File: src/rtl/conv_encoder_k3.sv
// -----------------------------------------------------------------------------
// conv_encoder_k3
//   Rate-1/2, constraint-length-3 convolutional encoder feeding the channel /
//   Viterbi decoder. Takes a serial frame of data bits over valid/ready, emits
//   one 2-bit parity symbol per bit, then flushes the trellis with two zero
//   tail bits so every frame ends (and the next one starts) in state 2'b00.
//
//   Optional feature macro: CONV_ENC_PUNCTURE_EN
//     defined   -> alternating keep masks from PUNC_PAT; punctured parity bits
//                  are driven 0 and flagged by out_keep.
//     undefined -> out_keep tied to 2'b11, plain rate 1/2.
//
// Ports
//   CLK        in   clock, all logic on posedge
//   RST        in   synchronous reset, active-high, overrides everything
//   in_valid   in   in_bit / in_last valid
//   in_ready   out  encoder accepts the input bit this cycle
//   in_bit     in   data bit u(n)
//   in_last    in   final data bit of the frame (qualified by in_valid)
//   out_valid  out  parities / out_keep / out_last valid
//   out_ready  in   downstream accepts the symbol
//   parities   out  {p1,p0} = {^(G_HI&{u,s0,s1}), ^(G_LO&{u,s0,s1})}
//   out_keep   out  per-bit transmit mask (1 = sent, 0 = punctured)
//   out_last   out  final tail symbol of the frame
//   busy       out  FSM not idle
// -----------------------------------------------------------------------------
module conv_encoder_k3 #(
  parameter logic [2:0] G_HI     = 3'b111,
  parameter logic [2:0] G_LO     = 3'b101,
  parameter logic [3:0] PUNC_PAT = 4'b1110
) (
  input  logic       CLK,
  input  logic       RST,
  input  logic       in_valid,
  output logic       in_ready,
  input  logic       in_bit,
  input  logic       in_last,
  output logic       out_valid,
  input  logic       out_ready,
  output logic [1:0] parities,
  output logic [1:0] out_keep,
  output logic       out_last,
  output logic       busy
);

  typedef enum logic [1:0] {
    IDLE = 2'd0,
    RUN  = 2'd1,
    TAIL = 2'd2
  } fsm_t;

  fsm_t       state_q;
  fsm_t       state_d;

  // Trellis state {s1,s0}: s0 = u(n-1), s1 = u(n-2)
  logic [1:0] sreg_q;
  // Which of the two tail bits is next (0 = first, 1 = second)
  logic       tail_cnt_q;

  logic       load;
  logic       accept;
  logic       tail_load;
  logic       tail_done;
  logic       enc_p0;
  logic       u_p0;
  logic [1:0] sym_p0;
  logic [1:0] keep_p0;

  logic       vld_p1;
  logic [1:0] par_p1;
  logic [1:0] keep_p1;
  logic       last_p1;

  // Parity pair for input bit u from trellis state {s1,s0}; taps ordered
  // {u(n), u(n-1), u(n-2)}.
  function automatic logic [1:0] enc_sym(input logic u, input logic [1:0] st);
    logic [2:0] taps;
    taps = {u, st[0], st[1]};
    return {^(G_HI & taps), ^(G_LO & taps)};
  endfunction

  // Keep mask for the current puncturing phase: phase 0 uses the upper pair
  // of the pattern, phase 1 the lower pair.
  function automatic logic [1:0] punc_keep(input logic phase);
    return phase ? PUNC_PAT[1:0] : PUNC_PAT[3:2];
  endfunction

  // ---------------------------------------------------------------------------
  // FSM: state register
  // ---------------------------------------------------------------------------
  always_ff @(posedge CLK) begin
    if (RST) begin
      state_q <= IDLE;
    end else begin
      state_q <= state_d;
    end
  end

  // FSM: next state
  always_comb begin
    state_d = state_q;
    unique case (state_q)
      IDLE, RUN: begin
        if (accept) begin
          state_d = in_last ? TAIL : RUN;
        end
      end
      TAIL: begin
        if (tail_done) begin
          state_d = IDLE;
        end
      end
      default: state_d = IDLE;
    endcase
  end

  // FSM: outputs / handshake decode. The output register can take a new
  // symbol whenever it is empty or being drained this cycle; the same slot is
  // used by data bits and tail bits. RST masks in_ready so nothing appears
  // accepted while the block is held in reset.
  always_comb begin
    load      = !vld_p1 || out_ready;
    in_ready  = !RST && (state_q != TAIL) && load;
    tail_load = (state_q == TAIL) && load;
    tail_done = tail_load && tail_cnt_q;
    busy      = (state_q != IDLE);
  end

  assign accept = in_valid && in_ready;

  // ---------------------------------------------------------------------------
  // Stage p0: encode (data bit on accept, forced zero during the tail)
  // ---------------------------------------------------------------------------
  assign enc_p0 = accept || tail_load;
  assign u_p0   = accept ? in_bit : 1'b0;

  always_ff @(posedge CLK) begin
    if (RST) begin
      sreg_q <= 2'b00;
    end else if (enc_p0) begin
      sreg_q <= {sreg_q[0], u_p0};
    end
  end

  // Two zero bits walk the trellis back to 00, so no explicit clear is needed
  // at frame end; the counter wraps to 0 on the second tail load.
  always_ff @(posedge CLK) begin
    if (RST) begin
      tail_cnt_q <= 1'b0;
    end else if (tail_load) begin
      tail_cnt_q <= ~tail_cnt_q;
    end
  end

`ifdef CONV_ENC_PUNCTURE_EN
  logic phase_q;

  // Phase alternates per emitted symbol and restarts at 0 for every frame.
  always_ff @(posedge CLK) begin
    if (RST) begin
      phase_q <= 1'b0;
    end else if (enc_p0) begin
      phase_q <= tail_done ? 1'b0 : ~phase_q;
    end
  end

  assign keep_p0 = punc_keep(phase_q);
  assign sym_p0  = enc_sym(u_p0, sreg_q) & keep_p0;
`else
  // The pattern only matters when puncturing is built in.
  logic unused_punc;
  assign unused_punc = ^punc_keep(1'b0);

  assign keep_p0 = 2'b11;
  assign sym_p0  = enc_sym(u_p0, sreg_q);
`endif

  // ---------------------------------------------------------------------------
  // Stage p1: output register (holds everything stable under backpressure)
  // ---------------------------------------------------------------------------
  always_ff @(posedge CLK) begin
    if (RST) begin
      vld_p1  <= 1'b0;
      par_p1  <= 2'b00;
      keep_p1 <= 2'b11;
      last_p1 <= 1'b0;
    end else if (load) begin
      vld_p1  <= enc_p0;
      par_p1  <= enc_p0 ? sym_p0 : 2'b00;
      keep_p1 <= enc_p0 ? keep_p0 : 2'b11;
      last_p1 <= tail_done;
    end
  end

  assign out_valid = vld_p1;
  assign parities  = par_p1;
  assign out_last  = last_p1;
`ifdef CONV_ENC_PUNCTURE_EN
  assign out_keep  = keep_p1;
`else
  assign out_keep  = 2'b11;
`endif

endmodule

File: config.mk
export PLATFORM = sky130hd
export DESIGN_NAME = conv_encoder_k3
export DESIGN_NICKNAME = d
export VERILOG_FILES = /design/src/rtl/conv_encoder_k3.sv
export SDC_FILE = /design/constraint.sdc
export NUM_CORES = 1
export LEC_CHECK = 0
export ABC_AREA = 1
export BUFFER_PORTS_ARGS = -buffer_cell sky130_fd_sc_hd__buf_2
export CAP_MARGIN = 15
export CORE_AREA = 2 2 39 41
export DETAILED_ROUTE_END_ITERATION = 16
export DIE_AREA = 0 0 41 43
export GPL_TIMING_DRIVEN = 0
export PLACE_DENSITY_LB_ADDON = 0.2
export SLEW_MARGIN = 25
export SYNTH_ARGS = -nofsm -noshare
export SYNTH_HDL_FRONTEND = slang
export SYNTH_SLANG_ARGS = --single-unit
File: constraint.sdc
create_clock -name CLK -period 1.2 [get_ports CLK]
set_clock_uncertainty 0.15 [all_clocks]
set_input_delay 0.06 -clock CLK [delete_from_list [all_inputs] [get_ports CLK]]
set_output_delay 0.06 -clock CLK [all_outputs]
set_load 0.02 [all_outputs]
* Word-level counts from Yosys, hierarchy flattened
Cells that the tools add are included.
** Storage, ports and cells
- Memory bits (read-only) :: 0
- Logic and storage cells :: 33
- Bits in latches :: 0
- Register bits :: 9
- RAM bits :: 0
- Memories kept :: 0
** Cells by class
- Reductions and logical operators :: 15
- Mux-type cells :: 6
- Div/mod/pow operators :: 0
- Eq/ne operators :: 5
- Multiply operators :: 0
- Order comparisons :: 0
- Shift-type cells :: 0
- Bitwise operators :: 1
- Add/sub/neg operators :: 0
** Operators by type and width (count)
- 2-bit two-way mux :: 4
- 2-bit inequality test (second input constant) :: 3
- 3-bit XOR reduction :: 2
- 1-bit logical AND :: 5
- 2-bit case mux with 2 select lines :: 1
- 2-bit by 1-bit equality test with 1-bit output (second input constant) :: 1
- 2-bit equality test (second input constant) :: 1
- 1-bit logical NOT :: 2
- 2-bit logical NOT :: 1
- 1-bit logical OR :: 2
- 2-bit AND reduction :: 1
- 2-bit nonzero test :: 1
- 2-bit OR reduction :: 1
- 1-bit two-way mux :: 1
- 1-bit inverter :: 1

* Depth between registers and ports, before layout
- Depth in word-level cells :: 7
- Depth in mapped cells :: 8

* Worst setup path after synthesis
OpenSTA, ideal clock, no wires.
- Path kind :: reg2reg
- From :: register vld_p1 (netlist: out_valid)
- To :: register par_p1[0] (netlist: parities[0])
- Stages on the path, launching flop included :: 8
- Path buffers :: 0
- Arrival :: 1091 ps
- Required time :: 980 ps
- Setup time :: 70 ps
- Period minus slack after synthesis :: 1310 ps
- Slack :: -110 ps
- Cells stage by stage :: dfxtp_1 > nand2_8 > nand2_2 > nor2_4 > nand3_2 > nand2_1 > nand3_1 > a21oi_1
** Between the ends
- Longest elaborated chain between the ends :: 7
- Elaborated cells between the ends (all ways) :: 9
- Classes of those cells :: mux: 2; reduce/logical: 7
** Ends and longest elaborated chain
- start, declared :: RTL line 69 : logic vld_p1;
- start signal, assigned :: RTL line 188 : vld_p1 <= enc_p0;
- 1-bit logical NOT (*) :: RTL line 122 : load = !vld_p1 || out_ready;
- 1-bit logical OR (*) :: RTL line 122
- 1-bit logical AND (*) :: RTL line 123 : in_ready = !RST && (state_q != TAIL) && load;
- via in_ready :: RTL line 35 : output logic in_ready,
- 1-bit logical AND (*) :: RTL line 129 : assign accept = in_valid && in_ready;
- 1-bit two-way mux :: RTL line 135 : assign u_p0 = accept ? in_bit : 1'b0;
- 3-bit XOR reduction :: RTL line 79 : return {^(G_HI & taps), ^(G_LO & taps)};
- 2-bit two-way mux (*) :: RTL line 189 : par_p1 <= enc_p0 ? sym_p0 : 2'b00;
- end signal, assigned :: RTL line 189
- end, declared :: RTL line 70 : logic [1:0] par_p1;
The timed path passes the listed nets; every way through them passes the cells marked *.
A chain may end at the register's enable or synchronous reset.

* Worst setup path after layout
- From :: register vld_p1 (netlist: out_valid)
- To :: output port in_ready
** Between the ends
- Longest elaborated chain between the ends :: 3
** Ends and longest elaborated chain (RTL line)
- 1-bit logical NOT :: 122
- 1-bit logical OR :: 122
- 1-bit logical AND :: 123
- end, declared :: 35
No other way between the ends.

==> results by group <==
Drt
  • Number of vias per cell: 4.43
  • Final ANT Viol Nets: 0
  • WL per Instance: 9.47 um
  • Drc violations: 0
  • Via count: 443
  • Initial DRC Count: 4
  • DRT Wirelength: 947 um
  • First drt pass iteration count: 4

Clock tree
  • Root buf cell: clkbuf_4
  • # hold bufs at CTS: 2
  • CTS tree: yes
  • # H-tree levels: 1
  • Clk buf depth: 2
  • Total CTS buffers: 3
  • Worst skew pair latency: 270 ps
  • Clock-pin slew on the worst setup and hold paths: 60 ps
  • CTS Sinks: 9

Outcome
  • Status: finished, violations left
  • Failing checks: hold timing, setup timing

Global routing
  • GRT Total Usage: 0.127
  • Overflow after GRT: 0
  • Largest net degree at the start of global routing: 8
  • Antenna violations before repair: 0
  • First-pass GRT wire length: 1.49 mm
  • Vias in the first global route: 396

Floorplanning
  • Chip height: 43 um
  • Core ar.: 0.00138 mm2
  • Rows: 14
  • Full die area: 0.00176 mm2
  • I/O Pins: 14
  • Initial Utilization: 0.327
  • Die width: 41 um

Setup path
  • CP startpoint kind: flop
  • Reg2reg path depth: 7
  • CP required: 990 ps
  • Crit Path Class: reg2out
  • CP endpoint kind: output pin
  • Worst path max stage delay: 360 ps
  • Crit-path cells: nand2_8, nand2_4, nor2_4, buf_6
  • Maximum fanout along the worst path: 5
  • Arrival time worst endpoint: 1040 ps
  • Highest-delay cell along the critical path: dfxtp_4

Final layout
  • Commonest cells after routing, fill and taps aside: nand2_1 (13), buf_2 (10), inv_1 (8), buf_4 (8)
  • Fillers: 142
  • Commonest non-fill, non-tap cell in the layout: nand2_1
  • Share of layout cells above drive strength 1: 0.440
  • Syn-to-layout area delta: 45.0%
  • Diodes inserted: 0
  • Nets: 91
  • Non-Filler Instances: 100

Synthesis
  • Mapped Avg Cell Area: 7.55 um2
  • Ys Warns: 0
  • Async set-reset flop share out of synthesis: 0
  • Post-Syn Instances: 60
  • Prevailing post-synth register cell: dfxtp_1
  • Flops & latches, synth: 9
  • Yosys cell types: 18
  • Post-synth EDFFs: 0
  • Post-synthesis cell area: 453 um2
  • Sequential share of the synthesized area: 0.398

Place
  • IO buf count: 11
  • HPWL Detailed: 659 um
  • Placed cells: 88
  • Routability congestion estimate: 0.700

Flow run
  • Max-Cap Viols: 0

Worst hold path
  • Hold path cells: 2
  • Hold Crit Class: in2reg

Timing
  • Final setup fails: 4
  • Final WS setup: -49.1 ps
  • Final slew viol count: 0
  • Fin Hold WS: -116 ps
  • Post-layout min period: 1250 ps
  • Setup TNS: -82.0 ps
  • Period utilization: 1.04
  • Fmax achieved: 0.801 GHz
  • Final hold violation count: 5
  • RSZ-0062 raised after global routing: true

Power
  • Pwr per Cell Area: 1230 mW/mm2
  • Peak supply drop: 0.542 mV
  • Leakage: 0.321 nW
  • Overall power: 0.810 mW
final cells by class:
class                   count  area (um2)  area share
multi-input cells          39         239       0.364
flip-flops and latches      9         186       0.284
repair buffers             19         126       0.192
inverters                  11        43.8      0.0667
clock buffers               4        26.3      0.0400
well taps                  16        20.0      0.0305
plain buffers               2        15.0      0.0229
kinds of logic (layout without fill, tap and decap cells):
logic type             Yosys count  in the layout  synth area share
AO/OA/AOI/OAI                   10             10             0.124
buffers and inverters           13             36             0.124
flip-flops                       9              9             0.398
other                            1              2           0.00828
AND/OR/NAND/NOR                 27             27             0.345
worst max-delay path: cells and delay by family (launching register included):
kind	cells	cell delay, ps
buffers and inverters	1	140
flip-flops	1	360
AND/OR/NAND/NOR	3	270
worst paths after layout:
| check | start | endpoint | slack (ps) |
|---|---|---|---|
| worst max-delay path | out_valid | in_ready | -50 |
| worst min-delay path | RST | sreg_q[0] | -120 |
| worst max register to register | out_valid | parities[1] | -20 |
| worst min register to register | parities[1] | parities[1] | 310 |
state kept, by name (all words and copies together) (netlist names):
signal and cells:
out_last 1, out_valid 1, tail_cnt_q 1, parities 2, state_q 2, sreg_q 2
timing repair:
action                                 in CTS  in global routing
gates resized for setup                     3                  5
endpoints found under the hold margin       7                  5
pin swaps                                   2                  6
setup endpoints to repair                   3                  8
cloned                                      0                  0
setup buffers                               2                  4
Yosys cell counts, types with 2 or more instances:
cell / count / share of area
nand2_1: 13 / 0.11
dfxtp_1: 9 / 0.40
inv_1: 8 / 0.066
a21oi_1: 7 / 0.077
inv_2: 3 / 0.025
nand2_2: 3 / 0.041
nand3_1: 3 / 0.033
buf_4: 2 / 0.033
nand4_1: 2 / 0.028
nor2_1: 2 / 0.017
per-stage QoR:
step | instance area (um2) | setup slack [ps] | util
global route | 657 | -91.4 | 0.475
finish | 657 | -49.1 | 0.475
detailed placement | 541 | -10.3 | 0.391
CTS | 609 | -69.6 | 0.440
floorplan | 465 | -46.9 | -
global placement | 541 | 12.2 | 0.391
routing by layer:
metal,vias to the layer above,track usage,routed length (um)
met3,2,0.0314,47
met4,0,0.0800,14
li1,238,-,-
met1,192,0.154,443
met2,11,0.191,440
met5,-,0,0
power by group:
group	internal, mW	switching (mW)	total (mW)
sequential	0.324	0.0202	0.344
combinational	0.0937	0.123	0.217
clock	0.129	0.120	0.249
total	0.547	0.264	0.810
(Power assumes the default switching activity.)
